===== src/rtl/noc_pkg.sv =====
// ---------------------------------------------------------------------------
// noc_pkg
// Shared types and constants for the torus NoC traffic client.
//   coord_t     : (x, y) router coordinate, fields wide enough for any
//                 supported X_W / Y_W (up to 8 bits each)
//   LFSR_SEED   : reset value of the destination LFSR
//   LFSR_TAPS   : feedback mask for the right-shifting 16-bit Fibonacci
//                 LFSR (polynomial taps 16,14,13,11 -> state bits 0,2,3,5)
//   state_t     : injection FSM states
//   lfsr_step() : one LFSR advance
// ---------------------------------------------------------------------------
package noc_pkg;

    localparam int COORD_W = 8;

    typedef struct packed {
        logic [COORD_W-1:0] x;
        logic [COORD_W-1:0] y;
    } coord_t;

    localparam logic [15:0] LFSR_SEED = 16'hACE1;
    localparam logic [15:0] LFSR_TAPS = 16'h002D;

    typedef enum logic {
        ST_IDLE     = 1'b0,
        ST_WAIT_ACK = 1'b1
    } state_t;

    // Shift right; the XOR of the tapped bits enters at the MSB.
    function automatic logic [15:0] lfsr_step(input logic [15:0] l);
        return {^(l & LFSR_TAPS), l[15:1]};
    endfunction

endpackage


===== src/rtl/token_bucket.sv =====
// ---------------------------------------------------------------------------
// token_bucket
// Rate regulator: one token is added every RATE cycles, the bucket holds at
// most SIGMA tokens and starts full after reset.
//   clk             in  : clock
//   rst_n           in  : asynchronous active-low reset
//   consume         in  : take one token this cycle (only while available)
//   token_available out : bucket is non-empty
// ---------------------------------------------------------------------------
module token_bucket #(
    parameter int RATE  = 20,
    parameter int SIGMA = 3
) (
    input  logic clk,
    input  logic rst_n,
    input  logic consume,
    output logic token_available
);

    localparam int CNT_W = (RATE > 1) ? $clog2(RATE) : 1;
    localparam int TOK_W = $clog2(SIGMA + 1);

    logic [CNT_W-1:0] r_cnt;
    logic [TOK_W-1:0] r_tokens;
    logic             w_refill;

    // The refill counter wraps on its last value; that wrap cycle is the refill.
    assign w_refill        = (int'(r_cnt) == RATE - 1);
    assign token_available = (r_tokens != '0);

    always_ff @(posedge clk or negedge rst_n) begin
        if (!rst_n) begin
            r_cnt    <= '0;
            r_tokens <= TOK_W'(SIGMA);
        end else begin
            r_cnt <= w_refill ? '0 : r_cnt + CNT_W'(1);
            // Refill and consume in the same cycle cancel out, even when full.
            if (w_refill && !consume) begin
                if (int'(r_tokens) < SIGMA) begin
                    r_tokens <= r_tokens + TOK_W'(1);
                end
            end else if (consume && !w_refill) begin
                r_tokens <= r_tokens - TOK_W'(1);
            end
        end
    end

endmodule


===== src/rtl/noc_traffic_client.sv =====
// ---------------------------------------------------------------------------
// noc_traffic_client
// Traffic-generating endpoint on one router's local port. Injects N_PACKETS
// packets under token-bucket regulation, round-robin VCs, LFSR destinations
// (never itself); counts ejected flits and flags misrouted ones.
//
// Injection handshake: i_v/i_vc/i_x/i_y/i_data are registered. A flit is
// offered while i_v=1 and is transferred on a rising edge where i_v=1 and
// i_ack=1; until then every field is held stable. i_ack while i_v=0 has no
// effect. After a transfer the next flit may be offered in the very next
// cycle if a token is available.
//
//   clk, rst_n       : clock, asynchronous active-low reset
//   i_v, i_vc        : out, injection valid and VC (= seq low bits)
//   i_ack            : in, router accepted the current flit
//   i_x, i_y         : out, destination coordinates
//   i_data           : out, {zero pad, X, Y, seq}
//   o_v, o_x, o_y    : in, ejected flit valid and destination field
//   o_data           : in, ejected payload (ignored)
//   done             : out, all packets acknowledged (sticky)
//   err              : out, a flit for another node was ejected here (sticky)
//   rx_count         : out, ejected flit count, saturating
//   dbg_state        : out, current injection FSM state
// ---------------------------------------------------------------------------
module noc_traffic_client
    import noc_pkg::*;
#(
    parameter int X_W       = 2,
    parameter int Y_W       = 2,
    parameter int VC_W      = 3,
    parameter int D_W       = 256,
    parameter int X         = 0,
    parameter int Y         = 0,
    parameter int N_PACKETS = 128,
    parameter int RATE      = 20,
    parameter int SIGMA     = 3
) (
    input  logic             clk,
    input  logic             rst_n,
    output logic             i_v,
    input  logic             i_ack,
    output logic [VC_W-1:0]  i_vc,
    output logic [X_W-1:0]   i_x,
    output logic [Y_W-1:0]   i_y,
    output logic [D_W-1:0]   i_data,
    input  logic             o_v,
    input  logic [X_W-1:0]   o_x,
    input  logic [Y_W-1:0]   o_y,
    input  logic [D_W-1:0]   o_data,
    output logic             done,
    output logic             err,
    output logic [15:0]      rx_count,
    output state_t           dbg_state
);

    localparam int     SEQ_W = $clog2(N_PACKETS + 1);
    localparam coord_t SELF  = {COORD_W'(X), COORD_W'(Y)};

    state_t           r_state;
    logic             r_v;
    logic [VC_W-1:0]  r_vc;
    logic [X_W-1:0]   r_x;
    logic [Y_W-1:0]   r_y;
    logic [D_W-1:0]   r_data;
    logic             r_done;
    logic             r_err;
    logic [15:0]      r_rx_count;
    logic [SEQ_W-1:0] r_seq;
    logic [SEQ_W-1:0] r_sent;
    logic [15:0]      r_lfsr;

    logic             w_tok_avail;
    logic             w_issue;
    logic             w_ack_hs;
    logic             w_last_ack;
    coord_t           w_dest;
    logic [D_W-1:0]   w_data;
    logic             w_unused_data;

    assign w_unused_data = ^o_data;

    token_bucket #(
        .RATE  (RATE),
        .SIGMA (SIGMA)
    ) u_bucket (
        .clk             (clk),
        .rst_n           (rst_n),
        .consume         (w_issue),
        .token_available (w_tok_avail)
    );

    assign w_ack_hs   = (r_state == ST_WAIT_ACK) && i_ack;
    assign w_last_ack = w_ack_hs && (int'(r_sent) + 1 == N_PACKETS);

    // Issue from IDLE, or chain the next packet onto the ack in WAIT_ACK.
    // In WAIT_ACK the packet being acked is not yet in r_sent, hence +1.
    always_comb begin
        w_issue = 1'b0;
        if (w_tok_avail) begin
            if (r_state == ST_IDLE) begin
                w_issue = (int'(r_sent) < N_PACKETS);
            end else begin
                w_issue = i_ack && (int'(r_sent) + 1 < N_PACKETS);
            end
        end
    end

    // Destination from the LFSR; a self-address is bumped to the next x.
    always_comb begin
        w_dest   = '0;
        w_dest.x = COORD_W'(r_lfsr[X_W-1:0]);
        w_dest.y = COORD_W'(r_lfsr[X_W+Y_W-1:X_W]);
        if (w_dest == SELF) begin
            w_dest.x = COORD_W'(X_W'(w_dest.x + COORD_W'(1)));
        end
    end

    always_comb begin
        w_data                    = '0;
        w_data[SEQ_W-1:0]         = r_seq;
        w_data[SEQ_W +: Y_W]      = Y_W'(Y);
        w_data[SEQ_W+Y_W +: X_W]  = X_W'(X);
    end

    always_ff @(posedge clk or negedge rst_n) begin
        if (!rst_n) begin
            r_state <= ST_IDLE;
            r_v     <= 1'b0;
            r_vc    <= '0;
            r_x     <= '0;
            r_y     <= '0;
            r_data  <= '0;
            r_done  <= 1'b0;
            r_seq   <= '0;
            r_sent  <= '0;
            r_lfsr  <= LFSR_SEED;
        end else begin
            if (w_ack_hs) begin
                r_sent <= r_sent + SEQ_W'(1);
            end
            if (w_last_ack) begin
                r_done <= 1'b1;
            end
            if (w_issue) begin
                r_state <= ST_WAIT_ACK;
                r_v     <= 1'b1;
                r_vc    <= VC_W'(r_seq);
                r_x     <= w_dest.x[X_W-1:0];
                r_y     <= w_dest.y[Y_W-1:0];
                r_data  <= w_data;
                r_seq   <= r_seq + SEQ_W'(1);
                r_lfsr  <= lfsr_step(r_lfsr);
            end else if (w_ack_hs) begin
                r_state <= ST_IDLE;
                r_v     <= 1'b0;
            end
        end
    end

    // Ejection side runs independently of injection.
    always_ff @(posedge clk or negedge rst_n) begin
        if (!rst_n) begin
            r_rx_count <= '0;
            r_err      <= 1'b0;
        end else if (o_v) begin
            if (r_rx_count != 16'hFFFF) begin
                r_rx_count <= r_rx_count + 16'd1;
            end
            if (o_x != X_W'(X) || o_y != Y_W'(Y)) begin
                r_err <= 1'b1;
            end
        end
    end

    assign i_v       = r_v;
    assign i_vc      = r_vc;
    assign i_x       = r_x;
    assign i_y       = r_y;
    assign i_data    = r_data;
    assign done      = r_done;
    assign err       = r_err;
    assign rx_count  = r_rx_count;
    assign dbg_state = r_state;

endmodule

===== config.mk =====
export PLATFORM = sky130hd
export DESIGN_NAME = noc_traffic_client
export DESIGN_NICKNAME = d
export VERILOG_FILES = /design/src/rtl/noc_pkg.sv /design/src/rtl/token_bucket.sv /design/src/rtl/noc_traffic_client.sv
export SDC_FILE = /design/constraint.sdc
export NUM_CORES = 1
export LEC_CHECK = 0
export CAP_MARGIN = 30
export CORE_AREA = 2 2 214 216
export DETAILED_ROUTE_END_ITERATION = 10
export DIE_AREA = 0 0 216 218
export PLACE_DENSITY = 0.37
export SYNTH_ARGS = -nofsm -noshare
export SYNTH_HDL_FRONTEND = slang
export SYNTH_SLANG_ARGS = --single-unit

===== constraint.sdc =====
create_clock -name clk -period 2.8 [get_ports clk]
set_clock_uncertainty 0.2 [all_clocks]
set_input_delay 0.56 -clock clk [delete_from_list [all_inputs] [get_ports clk]]
set_output_delay 0.56 -clock clk [all_outputs]
set_load 0.01 [all_outputs]

==> results.cfg <==
[run_status]
run_status = finished, final reports clean

[timing]
hold_violations = 0
max_slew_margin = 0.547
whs_ps = 34.7
finalSetupViolations = 0
fin_crit_ps = 2350
fin_tns_setup_ps = 0
setup_slack_ps = 452
worst_pin_slew_ps = 674
fmax_ghz = 0.426
period_share = 0.838
maxSlewViolCount = 0
rsz0062_at_grt = no

[cts]
cts_tree = built
clk_latency_ps = 340
clockRootBuffer = clkbuf_16
htreeDepth = 3
holdBufCountCts = 0
numCtsBuffers = 9
clk_pin_slew_ps = 60
cts_sinks = 68
clk_path_buf_depth = 2
post_cts_resized = 0
post_cts_buffers = 0

[synthesis]
synth_top_family_by_area = buffers and inverters
synth_edf_count = 0
synth_top_cell_area_share = 0.383
synth_top_cell_by_area = buf_4
synth_seq_area_share = 0.344
synth_most_common_cell = buf_4
synth_cell_types = 42
synthMuxAreaShare = 0.0560
synth_cells = 507
yosys-top-cells-count = 254 x buf_4, 58 x dfrtp_1, 24 x xnor2_1
synth.ff_latch_count = 68
yosys_most_used_dff = dfrtp_1
synth_fa_ha_area_frac = 0.0151
ys_top_cells_by_area = buf_4 38%, dfrtp_1 29%, dfstp_2 5.3%
synth_compound_area_frac = 0.0372
synth-xor-area-share = 0.0615
synth_area_per_cell_um2 = 9.83
synth_area_um2 = 4980
synthArstFlopShare = 1.00
yosysWarnings = 0
yosys.area_share.simple = 0.0829

[route]
dr.pass1.iters = 4
drc_errors = 0
drtIter0Drc = 82
vias = 2634
wl_per_cell_um = 6.71
drt_wl_total_um = 7760
ant_nets = 0
viasPerCell = 2.28

[floorplan]
initial_core_util = 0.111
io_pins = 547
die_width_um = 216
die_area_um2 = 47100
core_area_um2 = 44900
die_h_um = 218
fp-row-count = 78

[setup_path]
crit_start = i_v$_DFFE_PN0P_
timing.critical_path.buf_inv = 1
crit_arrival_ps = 1590
startpoint_type = flip-flop
worstPathRequired_ps = 2040
worstPathMaxFanout = 9
crit_type = reg2out
crit_family = buffers and inverters
slowest_stage = clkdlybuf4s50_1
reg2reg_from = r_sent[0]$_DFFE_PN0P_
cpPeakStageDelay_ps = 640
endpoint_kind = output pin
crit_chain = clkdlybuf4s50_1

[power]
vdd_drop_max_uv = 274
leakagePower_nw = 2.52
p_per_area_nw_per_um2 = 499
p_total_w = 0.00274

[global_routing]
grt_max_degree = 69
first_global_vias = 2215
antenna_found_initial = 0
grt-ovfl-total = 0
track_usage = 0.0319
grt_pass1_wl_um = 11800

[flow_run]
cap_violations = 0

[placement]
dp_hpwl_um = 5860
postPlaceCellArea_um2 = 5190
io_buffers = 42
routabilityCongestion = 0.699
dpl_worst_slack_ps = 163

[finish]
final_area_um2 = 5480
area_growth_pct = 10.0
nets = 822
n_antenna_cell = 0
layout-drive-gt1-share = 0.113

[worst_hold_path]
hold_path_class = in2async
## kinds of logic (layout without fill, tap and decap cells)
kind of cell / Yosys count / after routing
xor+xnor: 35 / 35
other cells: 1 / 248
simple gates: 76 / 76
buf+inv: 270 / 73
fa+ha+maj: 6 / 6
flops: 68 / 68
compound gates: 26 / 26
mux: 25 / 25
## metal layers
layer  global-route usage  vias up  share of wire
met4               0.0158        0          0.018
met2               0.0483      155           0.47
met1               0.0400     1238           0.41
li1                     -     1232              -
met5                    0        -              0
met3               0.0113        9          0.095
## cell usage in the layout (no fill, tap or decap), drive strengths merged, types with 2 or more instances in the layout
cell type and instances:
and4 5, buf 8, nand3 11, xor2 11, o21ai 11, clkbuf 9
o22ai 2, nand4 8, mux2 23, dfstp 10, xnor2 24, nor2 16
ha 6, nand2 19, conb 248, mux2i 2, clkinv 6, a21oi 4
nor3 2, inv 8, clkdlybuf4s50 41, dfrtp 58, and3 6
## stage by stage
| step | util | instances |
|---|---|---|
| after CTS | 0.122 | 1157 |
| after global placement | 0.116 | 1141 |
| after detailed placement | 0.116 | 1141 |
| final | 0.122 | 1157 |
| after global routing | 0.122 | 1157 |
| after floorplan | - | 754 |
## sequential cells by signal, summed over array words and instances, names as in the netlist, 5 cells and up
| name | cells |
|---|---|
| r_seq | 8 |
| r_lfsr | 15 |
| i_data | 6 |
| r_sent | 8 |
| u_bucket.r_cnt | 5 |
| rx_count | 16 |
## layout make-up
class | instances | area (um2)
clock inverters | 7 | 67.6
repair buffers | 49 | 505
flip-flops and latches | 68 | 1710
multi-input cells | 416 | 2190
clock buffers | 9 | 225
fillers | 5198 | 39400
well taps | 600 | 751
inverters | 8 | 30.0
## where the power goes
part | switching (W) | internal [W] | leakage (nW)
clock network | 0.000439 | 0.000685 | 0.149
registers | 0.0000856 | 0.00106 | 0.848
logic | 0.000289 | 0.000182 | 1.52
## final timing paths
| kind | to | slack (ps) | cells past startpoint |
|---|---|---|---|
| max | dbg_state | 450 | 1 |
| min | i_data[5]$_DFFE_PN0P_ | 30 | 2 |
| max reg2reg | r_lfsr[8]$_DFFE_PN0P_ | 500 | 6 |
| min reg2reg | u_bucket.r_cnt[0]$_DFF_PN0_ | 260 | 1 |
| max in group asynchronous | u_bucket.r_tokens[0]$_DFFE_PN1P_ | 2010 | 2 |
| min in group clk | u_bucket.r_cnt[0]$_DFF_PN0_ | 260 | 1 |
(Power assumes the default switching activity.)
